`src/rtl/adsr_envelope.sv`:
```
// rtl/adsr_envelope.sv - ADSR envelope generator driven by a note gate, stepped once per prescaler tick
// Define ADSR_RETRIG_EN for hard retrigger (level forced to 0 on a re-press); default build is legato.
module adsr_envelope #(
  parameter int WIDTH    = 24,
  parameter int RATE_W   = 16,
  parameter int PRESCALE = 256
) (
  input  logic              i_clk,
  input  logic              i_rst_n,
  input  logic              i_gate,
  input  logic [RATE_W-1:0] i_attack_rate,
  input  logic [RATE_W-1:0] i_decay_rate,
  input  logic [WIDTH-1:0]  i_sustain_level,
  input  logic [RATE_W-1:0] i_release_rate,
  output logic [WIDTH-1:0]  o_level,
  output logic [2:0]        o_stage,
  output logic              o_active
);

  localparam int CNT_W = (PRESCALE > 1) ? $clog2(PRESCALE) : 1;
  localparam int AW    = ((RATE_W > WIDTH) ? RATE_W : WIDTH) + 1;
  localparam logic [CNT_W-1:0] CNT_LAST = CNT_W'(PRESCALE - 1);
  localparam logic [WIDTH-1:0] LVL_MAX  = {WIDTH{1'b1}};
  localparam logic [AW-1:0]    LVL_MAX_X = {{(AW-WIDTH){1'b0}}, {WIDTH{1'b1}}};

  typedef enum logic [2:0] {
    ST_IDLE    = 3'd0,
    ST_ATTACK  = 3'd1,
    ST_DECAY   = 3'd2,
    ST_SUSTAIN = 3'd3,
    ST_RELEASE = 3'd4
  } stage_e;

  logic [CNT_W-1:0] cnt_q;
  logic             gate_q;
  stage_e           stage_q;
  logic [WIDTH-1:0] level_q;
  logic             active_q;

  logic             tick;
  logic             rise;
  logic             fall;
  logic [AW-1:0]    level_x;
  logic [AW-1:0]    sus_x;
  logic [AW-1:0]    atk_x;
  logic [AW-1:0]    dec_x;
  logic [AW-1:0]    rel_x;
  logic [AW-1:0]    att_sum;
  logic [WIDTH-1:0] att_d;
  logic [WIDTH-1:0] dec_d;
  logic [WIDTH-1:0] rel_d;

  assign tick = (cnt_q == CNT_LAST);
  assign rise = i_gate & ~gate_q;
  assign fall = ~i_gate & gate_q;

  // Widened arithmetic so saturation and floor clamps are exact compares, never wraps.
  always_comb begin
    level_x = {{(AW-WIDTH){1'b0}}, level_q};
    sus_x   = {{(AW-WIDTH){1'b0}}, i_sustain_level};
    atk_x   = {{(AW-RATE_W){1'b0}}, i_attack_rate};
    dec_x   = {{(AW-RATE_W){1'b0}}, i_decay_rate};
    rel_x   = {{(AW-RATE_W){1'b0}}, i_release_rate};
    att_sum = level_x + atk_x;
    att_d   = (att_sum >= LVL_MAX_X) ? LVL_MAX : att_sum[WIDTH-1:0];
    if (level_x >= sus_x + dec_x) begin
      dec_d = level_q - dec_x[WIDTH-1:0];
    end else begin
      dec_d = i_sustain_level;
    end
    if (level_x > rel_x) begin
      rel_d = level_q - rel_x[WIDTH-1:0];
    end else begin
      rel_d = '0;
    end
  end

  always_ff @(posedge i_clk or negedge i_rst_n) begin
    if (!i_rst_n) begin
      cnt_q    <= '0;
      gate_q   <= 1'b0;
      stage_q  <= ST_IDLE;
      level_q  <= '0;
      active_q <= 1'b0;
    end else begin
      cnt_q  <= tick ? '0 : cnt_q + CNT_W'(1);
      gate_q <= i_gate;
      if (rise) begin
        stage_q  <= ST_ATTACK;
        active_q <= 1'b1;
`ifdef ADSR_RETRIG_EN
        if (stage_q != ST_IDLE) begin
          level_q <= '0;
        end
`else
        level_q  <= level_q;
`endif
      end else if (fall && (stage_q == ST_ATTACK || stage_q == ST_DECAY ||
                            stage_q == ST_SUSTAIN)) begin
        stage_q  <= ST_RELEASE;
        active_q <= 1'b1;
      end else if (tick) begin
        case (stage_q)
          ST_ATTACK: begin
            level_q <= att_d;
            if (att_d == LVL_MAX) begin
              stage_q <= ST_DECAY;
            end
          end
          ST_DECAY: begin
            level_q <= dec_d;
            if (dec_d == i_sustain_level) begin
              stage_q <= ST_SUSTAIN;
            end
          end
          ST_SUSTAIN: begin
            level_q <= i_sustain_level;
          end
          ST_RELEASE: begin
            level_q <= rel_d;
            if (rel_d == '0) begin
              stage_q  <= ST_IDLE;
              active_q <= 1'b0;
            end
          end
          default: begin
            level_q <= level_q;
          end
        endcase
      end
    end
  end

  assign o_level  = level_q;
  assign o_stage  = stage_q;
  assign o_active = active_q;

endmodule

```
`config.mk`:
```
export PLATFORM = sky130hd
export DESIGN_NAME = adsr_envelope
export DESIGN_NICKNAME = d
export VERILOG_FILES = /design/src/rtl/adsr_envelope.sv
export SDC_FILE = /design/constraint.sdc
export NUM_CORES = 1
export LEC_CHECK = 0
export CAP_MARGIN = 40
export CORE_UTILIZATION = 25
export DETAILED_ROUTE_END_ITERATION = 7
export SLEW_MARGIN = 20
export SYNTH_ARGS = -nofsm -noshare
export SYNTH_HDL_FRONTEND = slang
export SYNTH_SLANG_ARGS = --single-unit
```
`constraint.sdc`:
```
create_clock -name i_clk -period 3.3 [get_ports i_clk]
set_input_delay 0.495 -clock i_clk [delete_from_list [all_inputs] [get_ports i_clk]]
set_output_delay 0.495 -clock i_clk [all_outputs]
set_load 0.03 [all_outputs]
```
==> metrics.txt <==
Via Count=10400; final net count=1742; Max-Cap Viols=0; Initial Util=0.254; PD cells=162 nW/um2; 1st-iter DRT viols=724; Routed WL=between 30000 and 40000 um; Worst path max stage delay=0.55 ns; Setup crit start kind=input port; skew final=~0.012 ns; ys async rst share=1.00; Core Rows=65; WS Path Type=input port to flop; status=finished, violations left; Yosys cell types=87; Post-Syn Area=7980 um2; Worst setup EP type=flop; # setup viols final=28; root buf cell=clkbuf_16; Max clock buf depth=2; clock slew at reported path FFs=0.07 ns; fraction of layout cells with a size suffix above 1=0.354; Slew Viols, Final=0; fin crit share=1.39; xor and xnor area share after synthesis=0.0986; Die Footprint=32700 um2; Mapped Cells=1104; crit path max fanout=5; crit-path cells=clkdlybuf4s50_1 -> ha_1 -> or4_4 -> o211ai_1 -> buf_4 -> nand2_1 -> a21o_1 -> a211o_1 -> nand2_1 -> ha_1 -> nand4_1 -> nor2_2 -> and3_1 -> o31ai_2 -> a21o_1 -> buf_6 -> nand3_4 -> and2_4 -> buf_4 -> nor2_2 -> a21oi_1 -> a211o_1 -> o221a_2; Die Y=181 um; Primary FF master, synth=dfrtp_1; Final Total Pwr=roughly 2100 uW; antenna-violating nets left=0; Critical R2R Launch=o_level[1]; CTS tree=done; Leakage=0.00619 uW; post-detail-place hpwl=29300 um; failing checks=setup timing; Ports=103; worst setup margin=-1.29 ns; synth cell count leaders=92 x nand2_1, 89 x a21oi_1, 89 x ha_1; gr ovfl total=0; largest family of logic cells by synthesized area=compound AO/OA/AOI/OAI gates; RSZ-0062 raised after global routing=yes; pin count of the biggest net entering global routing=31; peak supply drop=around 0.00016 V; post-route cell area=13200 um2; Mean Syn Cell Area=7.23 um2; critical path's slowest cell=or4_4; DRC=0; first-pass GRT wire length=roughly 55000 um; synth warn=0; vias in the first global route=10300; share of the synthesized area in the top cell type=0.139; HP Class=input port to asynchronous set/reset pin; register area share after synthesis=0.116; Total GRT Usage=0.212; Least-Margin Pin Slew=0.636 ns; Period minus WS final=4.59 ns; Final Wtd Congestion=0.942; Routed wire per std cell=17.8 um; Syn Nets=approximately 1300; initial antenna violation count=0; Synth Area in Adders=0.150; RR Endpoint=o_stage[0]; Final Hold Fails=0; Slew headroom=0.571; post-synthesis mux area share=0.0199; Worst Path Required=3.48 ns; Fill cells=3173; Yosys reg bits=37; Clock Sinks=37; clock latency on the worst-skew pair=roughly 0.30 ns; simple-gate portion of the synthesized area=0.235; port buffer count=102; cell family with the largest share of critical-path delay=compound AO/OA/AOI/OAI gates; FF-to-FF path depth=14; fmax=218 MHz; count leader, synth=nand2_1; core area=31500 um2; compound-gate portion of the synthesized area=0.324; Critical Path AT=4.77 ns; synthesis-to-finish area growth=65.5%; buffers and inverters on the worst path=4; R2R setup slack=-0.54 ns; Die W=181 um; Post-synth EDFFs=0; Pre-antenna DRT Iters=5; CTS H-Tree Depth=2; Via-to-Cell Ratio=5.27; area leader, netlist=ha_1; dominant cells by area after synthesis=ha_1 14%, dfrtp_1 12%, xnor2_1 5.8%; total CTS buffers=5; Antenna Cells=0; dpl cell area=12300 um2
==> area by class of cell <==
class	count	area, um2	share of cell area
Multi-Input combinational cell	951	7180	0.543
Timing Repair Buffer	516	4200	0.318
Sequential cell	37	935	0.0707
Tap cell	402	503	0.0381
Inverter	63	241	0.0183
Clock buffer	6	139	0.0105
Clock inverter	2	13.8	0.00104
==> power by group <==
group / switching (uW) / leakage (uW) / total, uW / internal, uW
registers: 5.58 / 0.000453 / 462 / 457
logic: 561 / 0.00566 / 1160 / 595
clock network: 221 / 0.0000768 / 522 / 301
total: 787 / 0.00619 / 2140 / 1350
==> metrics by stage <==
step / TNS, ns / instances / hold slack (ns) / worst slack (ns) / util
floorplan: -27.13 / 1104 / 0.199 / -1.21 / -
global placement: -51.70 / 1936 / 0.460 / -2.02 / 0.391
detailed placement: -53.70 / 1938 / 0.421 / -2.09 / 0.392
CTS: -31.69 / 1970 / 0.107 / -1.31 / 0.413
global route: -35.51 / 1977 / 0.120 / -1.48 / 0.420
finish: -29.80 / 1977 / 0.0971 / -1.29 / 0.420
==> cells by family after synthesis <==
| logic type | count (synthesis) |
|---|---|
| flops | 37 |
| buf+inv | 116 |
| simple gates | 374 |
| xor+xnor | 89 |
| compound gates | 380 |
| mux | 15 |
| fa+ha+maj | 93 |
==> routing by layer <==
layer | global-route usage | part of all wire | vias up
met5 | 0 | 0 | -
met4 | 0.0643 | 0.030 | 0
met3 | 0.0242 | 0.060 | 66
met2 | 0.364 | 0.47 | 379
met1 | 0.276 | 0.44 | 4916
li1 | - | - | 5055
==> registers in the layout, summed over array words and instances (netlist names) <==
register  count
o_level      24
cnt_q         8
o_stage       3
gate_q        1
o_active      1
==> cell usage in the layout (no fill, tap or decap), drive strengths merged, types with 19 or more instances in the layout <==
cell,n
nand2,92
clkdlybuf4s50,82
xnor2,53
xor2,36
dfrtp,37
a21o,32
o21ai,93
nand4,23
nor2,83
nand3,42
buf,419
a21oi,95
ha,89
nor3,25
o211ai,19
inv,63
==> worst register-to-register path, delay by kind of cell (launching register included) <==
family	cells	cell delay (ns)
AOI/OAI and AO/OA	7	1.71
and+or+nand+nor	3	0.75
DFF	1	0.43
buffers and inverters	2	0.41
adders and majority gates	1	0.27
xor gates and xnor gates	1	0.23
==> worst max-delay path by stage <==
stage / cells past startpoint / end / slack, ns / from
after floorplan: 25 / o_level[21] / -1.21 / i_decay_rate[1]
after global placement: 26 / o_level[22] / -2.02 / i_decay_rate[1]
after detailed placement: 26 / o_level[22] / -2.09 / i_decay_rate[1]
final: 23 / o_level[20] / -1.29 / i_decay_rate[7]
after global routing: 26 / o_level[11] / -1.48 / i_sustain_level[1]
after CTS: 27 / o_level[6] / -1.31 / i_sustain_level[1]
==> timing repair <==
action | 4_1_cts | 5_1_grt
setup endpoints to repair | 28 | 28
pin swaps | 81 | 44
buffers inserted | 25 | 8
resized for setup | 113 | 43
hold buffers | 0 | 0
cloned | 1 | 0
No activity file was read; power rests on OpenSTA's default activity.
==> patch, RTL diff (same settings) <==
Change the parameter `WIDTH` from 24 to 32.
--- a/src/rtl/adsr_envelope.sv
+++ b/src/rtl/adsr_envelope.sv
@@ -3,3 +3,3 @@
 module adsr_envelope #(
-  parameter int WIDTH    = 24,
+  parameter int WIDTH    = 32,
   parameter int RATE_W   = 16,
Interface: changed (resized i_sustain_level and o_level); port bits go from 103 to 119. The function was not compared with the original's and may differ.
==> patch against the original RTL <==
  * The run still ends with negative setup slack left
  * Total power rose by 20%
  * Final area grew 17%
  * Maximum frequency is 5.6% lower
  * Die area increased by 17%
  * Synthesized area rose by 17%
  * Worst setup slack got worse by 0.27 ns
  * Count of clock-buffer cells in the layout down 1
  * Register-to-register slack worse by 0.80 ns
  * Critical endpoint is now o_level[19]
  * Highest routed layer unchanged
  * Wire length rose by 32%
  * Critical path type unchanged
  * Sequential cell count up 8
==> patch: results (changes against the original RTL) <==
Slew Viols, Final -> 0 (unchanged)
Status -> finished, violations left (unchanged)
Largest net degree at the start of global routing -> 26 (was 31)
Worst setup margin -> -1.56 ns (was -1.29 ns)
Internal power -> 1.56 mW (was 1.35 mW)
Slowest-stage cell, CP -> a222oi_1 (was or4_4)
Top delay family on crit path -> compound AO/OA/AOI/OAI gates (unchanged)
DP HPWL -> 38.5 mm (was 29.3 mm)
Synth Flop Type -> dfrtp_1 (unchanged)
Clk slew on worst S/H paths -> 0.08 ns
Total iterations of the first detailed-routing run -> 6 (was 5)
Vias in the first global route -> 12500 (was 10300)
Post-synth top cells -> a21oi_1 (119), nand2_1 (114), ha_1 (97) (was nand2_1 (92), a21oi_1 (89), ha_1 (89))
Maximum root-to-sink buffer count -> 2 (unchanged)
Worst hold path class -> in2async (unchanged)
Ant diodes -> 0 (unchanged)
Starting Density -> 25.5% (was 25.4%)
Clock root buffer -> clkbuf_16 (unchanged)
Gr usage total -> 23.8% (was 21.2%)
Pre-CTS setup slack -> -2.56 ns (was -2.09 ns)
Post-synthesis sequential area ratio -> 12.0% (was 11.6%)
Critical Path AT -> 5.07 ns (was 4.77 ns)
Critical path's largest stage delay -> 0.40 ns (was 0.55 ns)
First-pass GRT wire length -> 70.4 mm (was 55.1 mm)
Synth area leaders -> ha_1 (13%), dfrtp_1 (12%), xnor2_1 (7.1%), a21oi_1 (6.4%), xor2_1 (4.9%) (was ha_1 (14%), dfrtp_1 (12%), xnor2_1 (5.8%), a21oi_1 (5.6%), o21ai_0 (5.0%))
Endpoints failing setup -> 36 (was 28)
Fraction of layout cells with a size suffix above 1 -> 33.7% (was 35.4%)
Mapped Cells -> 1307 (was 1104)
Worst-path maximum fanout -> 6 (was 5)
DRT iter0 DRCs -> 1081 (was 724)
Initial antenna violation count -> 0 (unchanged)
Non-Filler Instances -> 2330 (was 1977)
Post-Route WL -> 46.4 mm (was 35.2 mm)
# H-tree levels -> 2 (unchanged)
Cts bufs inserted -> 5 (unchanged)
# nets final -> 2045 (was 1742)
Clock latency on the worst-skew pair -> 0.32 ns (was 0.30 ns)
Synth warnings -> 0 (unchanged)
Largest register FFs -> 32 (was 24)
TNS Setup -> -49.94 ns (was -29.80 ns)
Pleak -> 7.45 nW (was 6.19 nW)
PortBufs -> 118 (was 102)
Ys async rst share -> 100% (unchanged)
Failing checks -> negative setup slack (unchanged)
Fillcell total -> 3774 (was 3173)
Maximum vdd drop -> 197 uV (was 163 uV)
Max-slew headroom -> 57.8% (was 57.1%)
Post-Syn Nets -> 1491 (was 1272)
Library cells used by synthesis -> 79 (was 87)
Clk_skew -> 0.0134 ns (was 0.0115 ns)
Gp weighted congestion -> 0.990 (was 0.942)
Drt via density -> 5.36 (was 5.27)
patch: changes by cell type after synthesis, sizes merged, moves of 10 or more:
cell,change
nand2,+23
clkbuf,+17
nand3,+18
xor2,+17
xnor2,+23
a21oi,+25
o21ai,-15
a21o,+18
nor2,+10
nor3,+14
patch: repair_timing:
item                                    4_1_cts  5_1_grt
endpoints found under the setup margin       36       36
pin swaps                                    51       29
gates cloned                                  1        0
resized for setup                           100       57
setup buffers                                23        8
patch: cells by family (layout without fill, tap and decap cells):
logic type | count (synthesis) | count (layout) | share of synthesized area, %
adder cells (fa/ha/maj) | 101 | 101 | 13.8
XOR/XNOR | 131 | 131 | 12.5
multiplexers | 15 | 15 | 1.67
buffers and inverters | 138 | 693 | 5.80
flip-flops | 45 | 45 | 12.0
AND/OR/NAND/NOR | 450 | 450 | 23.8
AO/OA/AOI/OAI | 427 | 427 | 30.4
patch: cell type report:
| class | count | area [um^2] | area share (%) |
|---|---|---|---|
| Clock buffer | 5 | 125 | 0.806 |
| Clock inverter | 3 | 21.3 | 0.137 |
| Inverter | 67 | 251 | 1.62 |
| Multi-Input combinational cell | 1124 | 8290 | 53.4 |
| Sequential cell | 45 | 1130 | 7.27 |
| Tap cell | 468 | 586 | 3.77 |
| Timing Repair Buffer | 618 | 5110 | 33.0 |
patch: routing by layer:
metal  global-route usage (%)  vias to the layer above  share of wire, %
met2                     39.6                      487                46
met4                     9.17                        0               3.5
met3                     3.25                       79               7.2
met5                        0                        -                 0
li1                         -                     5965                 -
met1                     31.2                     5952                43
patch: worst paths after layout:
| path | from | endpoint | slack [ns] | cells past startpoint |
|---|---|---|---|---|
| worst min register to register | cnt_q[0] | cnt_q[0] | 0.50 | 1 |
| worst max register to register | o_level[0] | o_stage[1] | -1.34 | 18 |
| min in group i_clk | cnt_q[0] | cnt_q[0] | 0.50 | 1 |
| worst min-delay path | i_rst_n | o_level[13] | 0.12 | 1 |
| worst max-delay path | i_sustain_level[3] | o_level[19] | -1.56 | 28 |
| max in group asynchronous | i_rst_n | cnt_q[5] | 2.55 | 2 |
patch: per-stage QoR:
stage / util (%) / hold WS (ns) / area, um^2
after floorplan: - / 0.199 / 9510
after global placement: 39.6 / 0.467 / 14600
after detailed placement: 39.7 / 0.474 / 14600
after CTS: 41.5 / 0.129 / 15300
after global routing: 42.2 / 0.138 / 15500
final: 42.2 / 0.122 / 15500
patch: power by group through the flow:
stage | logic (mW) | registers, mW | clock network, mW
finish | 1.45 | 0.561 | 0.559
global placement | 1.26 | 0.572 | 0
detailed placement | 1.28 | 0.572 | 0
floorplan | 0.612 | 0.587 | 0
CTS | 1.38 | 0.561 | 0.561
global route | 1.55 | 0.562 | 0.578
